## src/rtl/memory_arbiter_pkg.sv

```systemverilog
// Shared definitions for the memory arbiter: read-owner encoding, round-robin
// selector, default starvation limit and the GFX/DMA tie-break helper.
package memory_arbiter_pkg;

  typedef enum logic [1:0] {
    OWN_NONE = 2'd0,
    OWN_CPU  = 2'd1,
    OWN_GFX  = 2'd2,
    OWN_DMA  = 2'd3
  } owner_e;

  typedef enum logic {
    RR_GFX = 1'b0,
    RR_DMA = 1'b1
  } rr_sel_e;

  localparam int unsigned STARVE_LIMIT_DEFAULT = 8;

  // True when GFX should win among the GFX/DMA requests given the last winner.
  function automatic logic rr_pick_gfx(input logic gfx_req, input logic dma_req,
                                       input rr_sel_e rr_last);
    if (gfx_req && dma_req) return (rr_last == RR_DMA);
    return gfx_req;
  endfunction

endpackage

```

## src/rtl/starve_counter.sv

```systemverilog
// Saturating 8-bit wait counter; flags a requester that has waited LIMIT cycles.
module starve_counter
  import memory_arbiter_pkg::*;
#(
  parameter int unsigned LIMIT = STARVE_LIMIT_DEFAULT
) (
  input  logic clk_i,
  input  logic rst_n_i,
  input  logic valid_i,
  input  logic grant_i,
  output logic over_o
);

  logic [7:0] count_q, count_d;

  always_comb begin
    count_d = count_q;
    if (!valid_i || grant_i) count_d = '0;
    else if (count_q != 8'hFF) count_d = count_q + 8'd1;
  end

  always_ff @(posedge clk_i) begin
    if (!rst_n_i) count_q <= '0;
    else          count_q <= count_d;
  end

  // Only a live request may preempt; a stale count from a dropped request must not.
  assign over_o = valid_i && (count_q >= 8'(LIMIT));

endmodule

```

## src/rtl/memory_arbiter.sv

```systemverilog
// Single-port SPRAM arbiter: CPU first, GFX/DMA round-robin, one access per clock.
// Optional starvation guard enabled by defining MEMORY_ARBITER_STARVE_GUARD_EN.
module memory_arbiter
  import memory_arbiter_pkg::*;
#(
  parameter int unsigned ADDRESS_BITS = 15,
  parameter int unsigned BITS         = 16,
  parameter int unsigned STARVE_LIMIT = STARVE_LIMIT_DEFAULT
) (
  input  logic                    CLK,
  input  logic                    RSTb,
  input  logic                    CPU_VALID,
  input  logic [ADDRESS_BITS-1:0] CPU_ADDR,
  input  logic                    CPU_WR,
  input  logic [BITS-1:0]         CPU_WDATA,
  input  logic                    GFX_VALID,
  input  logic [ADDRESS_BITS-1:0] GFX_ADDR,
  input  logic                    DMA_VALID,
  input  logic [ADDRESS_BITS-1:0] DMA_ADDR,
  input  logic                    DMA_WR,
  input  logic [BITS-1:0]         DMA_WDATA,
  output logic                    CPU_READY,
  output logic                    GFX_READY,
  output logic                    DMA_READY,
  output logic                    CPU_RVALID,
  output logic                    GFX_RVALID,
  output logic                    DMA_RVALID,
  output logic [BITS-1:0]         RDATA,
  output logic [ADDRESS_BITS-1:0] MEM_ADDR,
  output logic [BITS-1:0]         MEM_WDATA,
  output logic                    MEM_WR,
  input  logic [BITS-1:0]         MEM_RDATA
);

  rr_sel_e                 rr_last_q, rr_last_d;
  owner_e                  rd_owner_q, rd_owner_d;
  logic [ADDRESS_BITS-1:0] mem_addr_q;
  logic                    gnt_cpu, gnt_gfx, gnt_dma;
  logic                    gfx_urgent, dma_urgent;

  if (STARVE_LIMIT < 1 || STARVE_LIMIT > 255) begin : g_starve_limit_out_of_range
  end

`ifdef MEMORY_ARBITER_STARVE_GUARD_EN
  starve_counter #(.LIMIT(STARVE_LIMIT)) u_gfx_starve (
    .clk_i   (CLK),
    .rst_n_i (RSTb),
    .valid_i (GFX_VALID),
    .grant_i (gnt_gfx),
    .over_o  (gfx_urgent)
  );

  starve_counter #(.LIMIT(STARVE_LIMIT)) u_dma_starve (
    .clk_i   (CLK),
    .rst_n_i (RSTb),
    .valid_i (DMA_VALID),
    .grant_i (gnt_dma),
    .over_o  (dma_urgent)
  );
`else
  assign gfx_urgent = 1'b0;
  assign dma_urgent = 1'b0;
`endif

  // Grants are held off while in reset so nothing reaches memory.
  always_comb begin
    gnt_cpu = 1'b0;
    gnt_gfx = 1'b0;
    gnt_dma = 1'b0;
    if (RSTb) begin
      if (gfx_urgent || dma_urgent) begin
        gnt_gfx = rr_pick_gfx(gfx_urgent, dma_urgent, rr_last_q);
        gnt_dma = !gnt_gfx;
      end else if (CPU_VALID) begin
        gnt_cpu = 1'b1;
      end else if (GFX_VALID || DMA_VALID) begin
        gnt_gfx = rr_pick_gfx(GFX_VALID, DMA_VALID, rr_last_q);
        gnt_dma = !gnt_gfx;
      end
    end
  end

  always_comb begin
    MEM_ADDR  = RSTb ? mem_addr_q : '0;
    MEM_WDATA = '0;
    MEM_WR    = 1'b0;
    if (gnt_cpu) begin
      MEM_ADDR  = CPU_ADDR;
      MEM_WDATA = CPU_WDATA;
      MEM_WR    = CPU_WR;
    end else if (gnt_gfx) begin
      MEM_ADDR  = GFX_ADDR;
    end else if (gnt_dma) begin
      MEM_ADDR  = DMA_ADDR;
      MEM_WDATA = DMA_WDATA;
      MEM_WR    = DMA_WR;
    end
  end

  always_comb begin
    rr_last_d  = rr_last_q;
    rd_owner_d = OWN_NONE;
    if (gnt_gfx) rr_last_d = RR_GFX;
    if (gnt_dma) rr_last_d = RR_DMA;
    if (gnt_cpu && !CPU_WR) rd_owner_d = OWN_CPU;
    if (gnt_gfx)            rd_owner_d = OWN_GFX;
    if (gnt_dma && !DMA_WR) rd_owner_d = OWN_DMA;
  end

  always_ff @(posedge CLK) begin
    if (!RSTb) begin
      rr_last_q  <= RR_DMA;
      rd_owner_q <= OWN_NONE;
      mem_addr_q <= '0;
    end else begin
      rr_last_q  <= rr_last_d;
      rd_owner_q <= rd_owner_d;
      mem_addr_q <= MEM_ADDR;
    end
  end

  assign CPU_READY  = gnt_cpu;
  assign GFX_READY  = gnt_gfx;
  assign DMA_READY  = gnt_dma;
  // Gating with RSTb drops a read return that lands in a reset cycle.
  assign CPU_RVALID = RSTb && (rd_owner_q == OWN_CPU);
  assign GFX_RVALID = RSTb && (rd_owner_q == OWN_GFX);
  assign DMA_RVALID = RSTb && (rd_owner_q == OWN_DMA);
  assign RDATA      = MEM_RDATA;

endmodule

```

## config.mk

```make
export PLATFORM = sky130hd
export DESIGN_NAME = memory_arbiter
export DESIGN_NICKNAME = d
export VERILOG_FILES = /design/src/rtl/memory_arbiter_pkg.sv /design/src/rtl/starve_counter.sv /design/src/rtl/memory_arbiter.sv
export SDC_FILE = /design/constraint.sdc
export NUM_CORES = 1
export LEC_CHECK = 0
export BUFFER_PORTS_ARGS = -buffer_cell sky130_fd_sc_hd__buf_2
export CORE_ASPECT_RATIO = 1.1
export CORE_MARGIN = 2
export CORE_UTILIZATION = 28
export CTS_BUF_LIST = sky130_fd_sc_hd__clkbuf_2 sky130_fd_sc_hd__clkbuf_4 sky130_fd_sc_hd__clkbuf_8
export DETAILED_ROUTE_END_ITERATION = 12
export PLACE_DENSITY = 0.67
export RECOVER_POWER = 25
export SLEW_MARGIN = 20
export SYNTH_ARGS = -nofsm -noshare
export SYNTH_HDL_FRONTEND = slang
export SYNTH_HIERARCHICAL = 1
export SYNTH_SLANG_ARGS = --single-unit
```

## constraint.sdc

```tcl
create_clock -name CLK -period 3.1 [get_ports CLK]
set_input_delay 0.155 -clock CLK [delete_from_list [all_inputs] [get_ports CLK]]
set_output_delay 0.155 -clock CLK [all_outputs]
set_load 0.02 [all_outputs]
```

==> summary.txt, run 1 <==
Status
  • Outcome: finished clean

Yosys
  • Cell taking the most area after synthesis: dfxtp_1
  • Gate count of the mapped netlist: 191
  • Synth Warn #: 6
  • Asr flop ratio synth: 0
  • Sequential area share after synthesis: 0.245
  • Synthesized area: between 1000 and 1500 um2
  • Average size of a mapped cell: 7.71 um2
  • Flops & latches, synth: 18
  • Synth area leaders: dfxtp_1, o21ai_1, a22o_1, buf_4, a22oi_2
  • Net Count, Synth: ~290
  • Area share of the largest cell type after synthesis: 0.245
  • Distinct cells, synth: 25
  • Main synth FF type: dfxtp_1
  • Post-synth EDFFs: 0

Final layout
  • Final Net Count: 387
  • Share of layout cells above drive strength 1: 0.495
  • Commonest cells after routing, fill and taps aside: buf_2, o21ai_1, nand2_1
  • N_diodes: 0
  • Layout area overhead: 34.1%
  • Most common cell after layout, fill and taps aside: buf_2

Routing
  • Final wirelength: about 4700 um
  • DRT antenna net count: 0
  • DRC viols: 0
  • First drt pass iteration count: 4
  • Vias per cell: 4.93
  • Iteration-0 DRC Markers: 44
  • Vias after detailed routing: 1691
  • Wire per inst: about 14 um

CTS
  • Clock latency on the worst-skew pair: 250 ps
  • Clock slew at reported path FFs: 70 ps
  • Longest Clk Path Bufs: 2
  • CTS tree: done
  • CTS H-tree depth: 1
  • CTS sink count: 18
  • Cts repair resizes: 0
  • Post-CTS Setup Bufs: 0
  • CTS Buf Count: 3
  • CTS root buffer: clkbuf_8
  • CTS Hold Bufs: 0

Global routing
  • Vias in the first global route: 1519
  • GRT overflow: 0
  • Largest net degree at the start of global routing: 34
  • First-pass GRT wire length: 6960 um
  • Total GRT Usage: 0.149
  • Initial antenna violation count: 0

Timing
  • Worst setup margin: about 960 ps
  • Final Hold Fails: 0
  • Slew headroom: 0.538
  • Slew Limit Fails: 0
  • RSZ-0062 raised after global routing: no
  • Post-layout min period: 2140 ps
  • Max Fclk: 468 MHz
  • Setup TNS: 0 ps
  • Clock Skews: 2.12 ps
  • Worst slew pin tran: around 700 ps
  • Setup-violating endpoint count in the final report: 0
  • Period utilization: 0.690

Setup path
  • FF-to-FF setup slack: between 1000 and 1500 ps
  • Critical path launch point type: flop
  • Critical path capture point type: output port
  • Req. time, crit path: 2940 ps
  • Arr. time, crit path: 1980 ps
  • Setup CP Type: reg -> out
  • Worst-case reg-to-reg path depth: 5
  • FF-to-FF End: mem_addr_q[8]$_SDFF_PN0_
  • FF-to-FF Start: rr_last_q$_SDFFE_PP1N_
  • Critical Path Fanout Max: 10

Floorplan
  • Die height: between 80 and 90 um
  • Row cnt: 27
  • Width of the die: 73.1 um
  • Initial Util: 0.293
  • Io pins: 154
  • Core area: 5030 um2
  • Die area: 5860 um2

Pwr
  • Leakage: 1.01 nW
  • Switching Share: 0.344
  • Clock Power Share: 0.233
  • P_int: 0.000454 W
  • Power Density: 351 nW/um2
  • Peak VDD IR: 0.127 mV
  • Share of total power in combinational logic: 0.391
  • P_sw: between 0.0002 and 0.00025 W
  • Flop pwr share: 0.375

Placement
  • Pre-CTS setup slack: between 1000 and 1500 ps
  • HPWL after detailed placement: 3690 um
  • PortBufs: 121
  • RePlAce Congestion: 0.768

Worst hold path
  • Hold path startpoint: CPU_ADDR[6]
  • Worst Hold Path EP: mem_addr_q[6]$_SDFF_PN0_
  • Hold path cells: 3
  • Hold WC Path Type: in -> reg

Run
  • Max Cap Violations: 0
[power groups by stage]
stage	clock network [W]	logic (W)	registers [W]
after floorplan	0	0.000203	0.000264
after global placement	0	0.000270	0.000265
after detailed placement	0	0.000273	0.000265
after CTS	0.000168	0.000274	0.000260
after global routing	0.000175	0.000298	0.000262
final	0.000162	0.000271	0.000260
[worst max path at each step]
| stage | start | to | slack (ps) | depth (start not counted) |
|---|---|---|---|---|
| 2_1_floorplan | rr_last_q$_SDFFE_PP1N_ | MEM_ADDR[0] | 1660 | 6 |
| 3_3_place_gp | RSTb | MEM_ADDR[0] | 1050 | 6 |
| 3_5_place_dp | RSTb | MEM_ADDR[10] | 1020 | 6 |
| 4_1_cts | rr_last_q$_SDFFE_PP1N_ | MEM_ADDR[8] | 940 | 6 |
| 5_1_grt | RSTb | MEM_ADDR[12] | 780 | 6 |
| 6_report | rr_last_q$_SDFFE_PP1N_ | MEM_ADDR[8] | 960 | 6 |
[Yosys cell counts, types with 2 or more instances]
master and instances:
nand2_1 19, a22oi_1 5, a22o_1 17, dfxtp_1 18, inv_1 15, nor2b_1 2
o21ai_0 2, o21ai_1 43, buf_2 8, buf_4 19, o22ai_1 16, a22oi_2 10
nor2_1 2, buf_6 4
[area by class of cell]
type	instances	area (um2)
clock buffers	3	41.3
fillers	554	3060
well taps	58	72.6
multi-input cells	124	815
flip-flops and latches	18	360
repair buffers	123	619
inverters	17	66.3
[cell families after synthesis]
| kind of cell | Yosys count | share of synthesized area |
|---|---|---|
| compound gates | 94 | 0.438 |
| simple gates | 29 | 0.109 |
| mux | 1 | 0.00680 |
| flops | 18 | 0.245 |
| buf+inv | 49 | 0.202 |
[through the flow]
stage	utilization	area [um2]	power (W)	cells	hold WS (ps)
2_1_floorplan	-	1470	0.000467	191	249
3_3_place_gp	0.384	1930	0.000535	340	310
3_5_place_dp	0.384	1930	0.000538	340	310
4_1_cts	0.392	1980	0.000702	343	112
5_1_grt	0.392	1970	0.000735	343	122
6_report	0.392	1970	0.000693	343	120
[flip-flops by register name, indices dropped and copies added (netlist names)]
name / cells
mem_addr_q: 15
rd_owner_q: 2
rr_last_q: 1
[per-layer routing]
layer	track usage	part of all wire	up-vias
li1	-	-	868
met2	0.268	0.52	79
met1	0.183	0.40	738
met3	0.0100	0.064	6
met4	0.0537	0.014	0
met5	0	0	-
[critical path: stages (launching register included)]
cell     delay, ps
dfxtp_1        330
nor2b_1        450
buf_4          280
o22ai_1        110
a22oi_1        320
o21ai_1         90
buf_2          160
(Power assumes the default switching activity.)
==> run 2, diff against run 1 <==
--- a/config.mk
+++ b/config.mk
@@ -11,7 +11,7 @@
 export CORE_UTILIZATION = 28
 export CTS_BUF_LIST = sky130_fd_sc_hd__clkbuf_2 sky130_fd_sc_hd__clkbuf_4 sky130_fd_sc_hd__clkbuf_8
 export DETAILED_ROUTE_END_ITERATION = 12
-export PLACE_DENSITY = 0.67
+export PLACE_DENSITY = 0.69
 export RECOVER_POWER = 25
 export SLEW_MARGIN = 20
 export SYNTH_ARGS = -nofsm -noshare
==> constraint.sdc (replaced) <==
create_clock -name CLK -period 1.87 [get_ports CLK]
set_input_delay 0.0935 -clock CLK [delete_from_list [all_inputs] [get_ports CLK]]
set_output_delay 0.0935 -clock CLK [all_outputs]
set_load 0.02 [all_outputs]
==> summary.txt, run 2 (same netlist as run 1, synthesis figures left out) <==
Routing
  • First drt pass iteration count: 4
  • DRC viols: 0
  • DRT antenna net count: 0
  • Final wirelength: 4570 um
  • Wire per inst: 13.2 um
  • Vias per cell: 5.14
  • Vias after detailed routing: 1784
  • Iteration-0 DRC Markers: between 90 and 100

CTS
  • CTS H-tree depth: 1
  • Clock latency on the worst-skew pair: 250 ps
  • CTS sink count: 18
  • Post-CTS Setup Bufs: 0
  • Longest Clk Path Bufs: 2
  • CTS Buf Count: 3
  • Cts repair resizes: 0
  • CTS tree: done
  • CTS root buffer: clkbuf_8
  • Clock slew at reported path FFs: 70 ps
  • CTS Hold Bufs: 0

Global routing
  • Total GRT Usage: 0.154
  • GRT overflow: 0
  • Vias in the first global route: 1647
  • First-pass GRT wire length: 7190 um
  • Initial antenna violation count: 0
  • Largest net degree at the start of global routing: 34

Timing
  • Worst slew pin tran: 690 ps
  • Period utilization: 0.917
  • Max Fclk: 583 MHz
  • Fin Hold WS: between 50 and 60 ps
  • Setup-violating endpoint count in the final report: 0
  • RSZ-0062 raised after global routing: no
  • Final Hold Fails: 0
  • Setup TNS: 0 ps
  • Post-layout min period: between 1500 and 2000 ps
  • Clock Skews: roughly 1.2 ps
  • Slew Limit Fails: 0
  • Slew headroom: 0.540

Floorplan
  • Row cnt: 27
  • Width of the die: 73.1 um
  • Io pins: around 150
  • Core area: roughly 5000 um2
  • Die area: 5860 um2
  • Initial Util: 0.293
  • Die height: 80.1 um

Worst hold path
  • Hold WC Path Type: in -> reg

Final layout
  • Share of layout cells above drive strength 1: 0.505
  • N_diodes: 0
  • Largest reg by FF count: mem_addr_q
  • Max reg flops: 15
  • Cell Count, Final, Fillers Out: 347
  • Layout area overhead: 36.6%
  • Commonest cells after routing, fill and taps aside: buf_2, o21ai_1, nand2_1
  • Final Net Count: 390
  • Regs by FF count: mem_addr_q (15), rd_owner_q (2), rr_last_q (1)
  • Fillers: 518
  • Most common cell after layout, fill and taps aside: buf_2

Status
  • Outcome: finished clean

Setup path
  • FF-to-FF setup slack: 600 ps
  • Critical path capture point type: output port
  • Req. time, crit path: about 1800 ps
  • Arr. time, crit path: 1620 ps
  • Critical Path Fanout Max: 33
  • Critical path launch point type: flop
  • Setup CP Type: reg -> out

Placement
  • PortBufs: 121
  • RePlAce Congestion: between 0.7 and 0.8
  • HPWL after detailed placement: roughly 3500 um
  • Placed cell count: between 300 and 400

Pwr
  • Power Density: 599 nW/um2
  • Leakage: between 1 and 1.5 nW
  • Peak VDD IR: between 0.2 and 0.25 mV

Run
  • Max Cap Violations: 0
run 2: cell count changes in the layout (fill, tap and decap cells not counted):
cell / delta
buf_4: +3
buf_2: +1
clkbuf_1: -1
clkbuf_8: +1
run 2: through the flow:
stage	setup WS [ps]	utilization	cell area (um2)	total power [W]
final	156	0.400	2010	0.00121
after CTS	146	0.400	2010	0.00122
after detailed placement	346	0.389	1960	0.000897
after floorplan	487	-	1470	0.000773
after global placement	379	0.389	1960	0.000891
after global routing	7.56	0.400	2010	0.00129
run 2: path summary, 6_finish.rpt:
kind | to | cells after the start | from
max | MEM_ADDR[13] | 6 | rr_last_q$_SDFFE_PP1N_
min | rd_owner_q[0]$_SDFF_PN0_ | 2 | DMA_WR
max reg2reg | mem_addr_q[8]$_SDFF_PN0_ | 5 | rr_last_q$_SDFFE_PP1N_
min reg2reg | rr_last_q$_SDFFE_PP1N_ | 2 | rr_last_q$_SDFFE_PP1N_
run 2: area by class of cell:
cell class	instances	area [um2]	share of cell area
sequential	18	360	0.179
tap	58	72.6	0.0361
inverter	17	66.3	0.0330
multi-input combinational	124	815	0.405
timing repair buffer	126	643	0.320
clock buffer	4	55.1	0.0274
run 2: routing by layer:
layer  up-vias  global-route usage  routed length (um)
li1        874                   -                   -
met1       825               0.172                1800
met2        75               0.294                2440
met3        10              0.0113                 263
met4         0              0.0611                  74
met5         -                   0                   0
run 2: critical path, cell delays in order, from the launching register on:
cell and delay, ps:
dfxtp_1 330, nand2_1 100, nand3_4 100, inv_4 330
a22oi_1 170, o21ai_1 150, buf_2 180
run 2: power by group:
group,internal [W],switching [W]
Sequential,0.000421,0.0000102
Clock,0.000187,0.000133
Combinational,0.000193,0.000261
Total,0.000801,0.000404
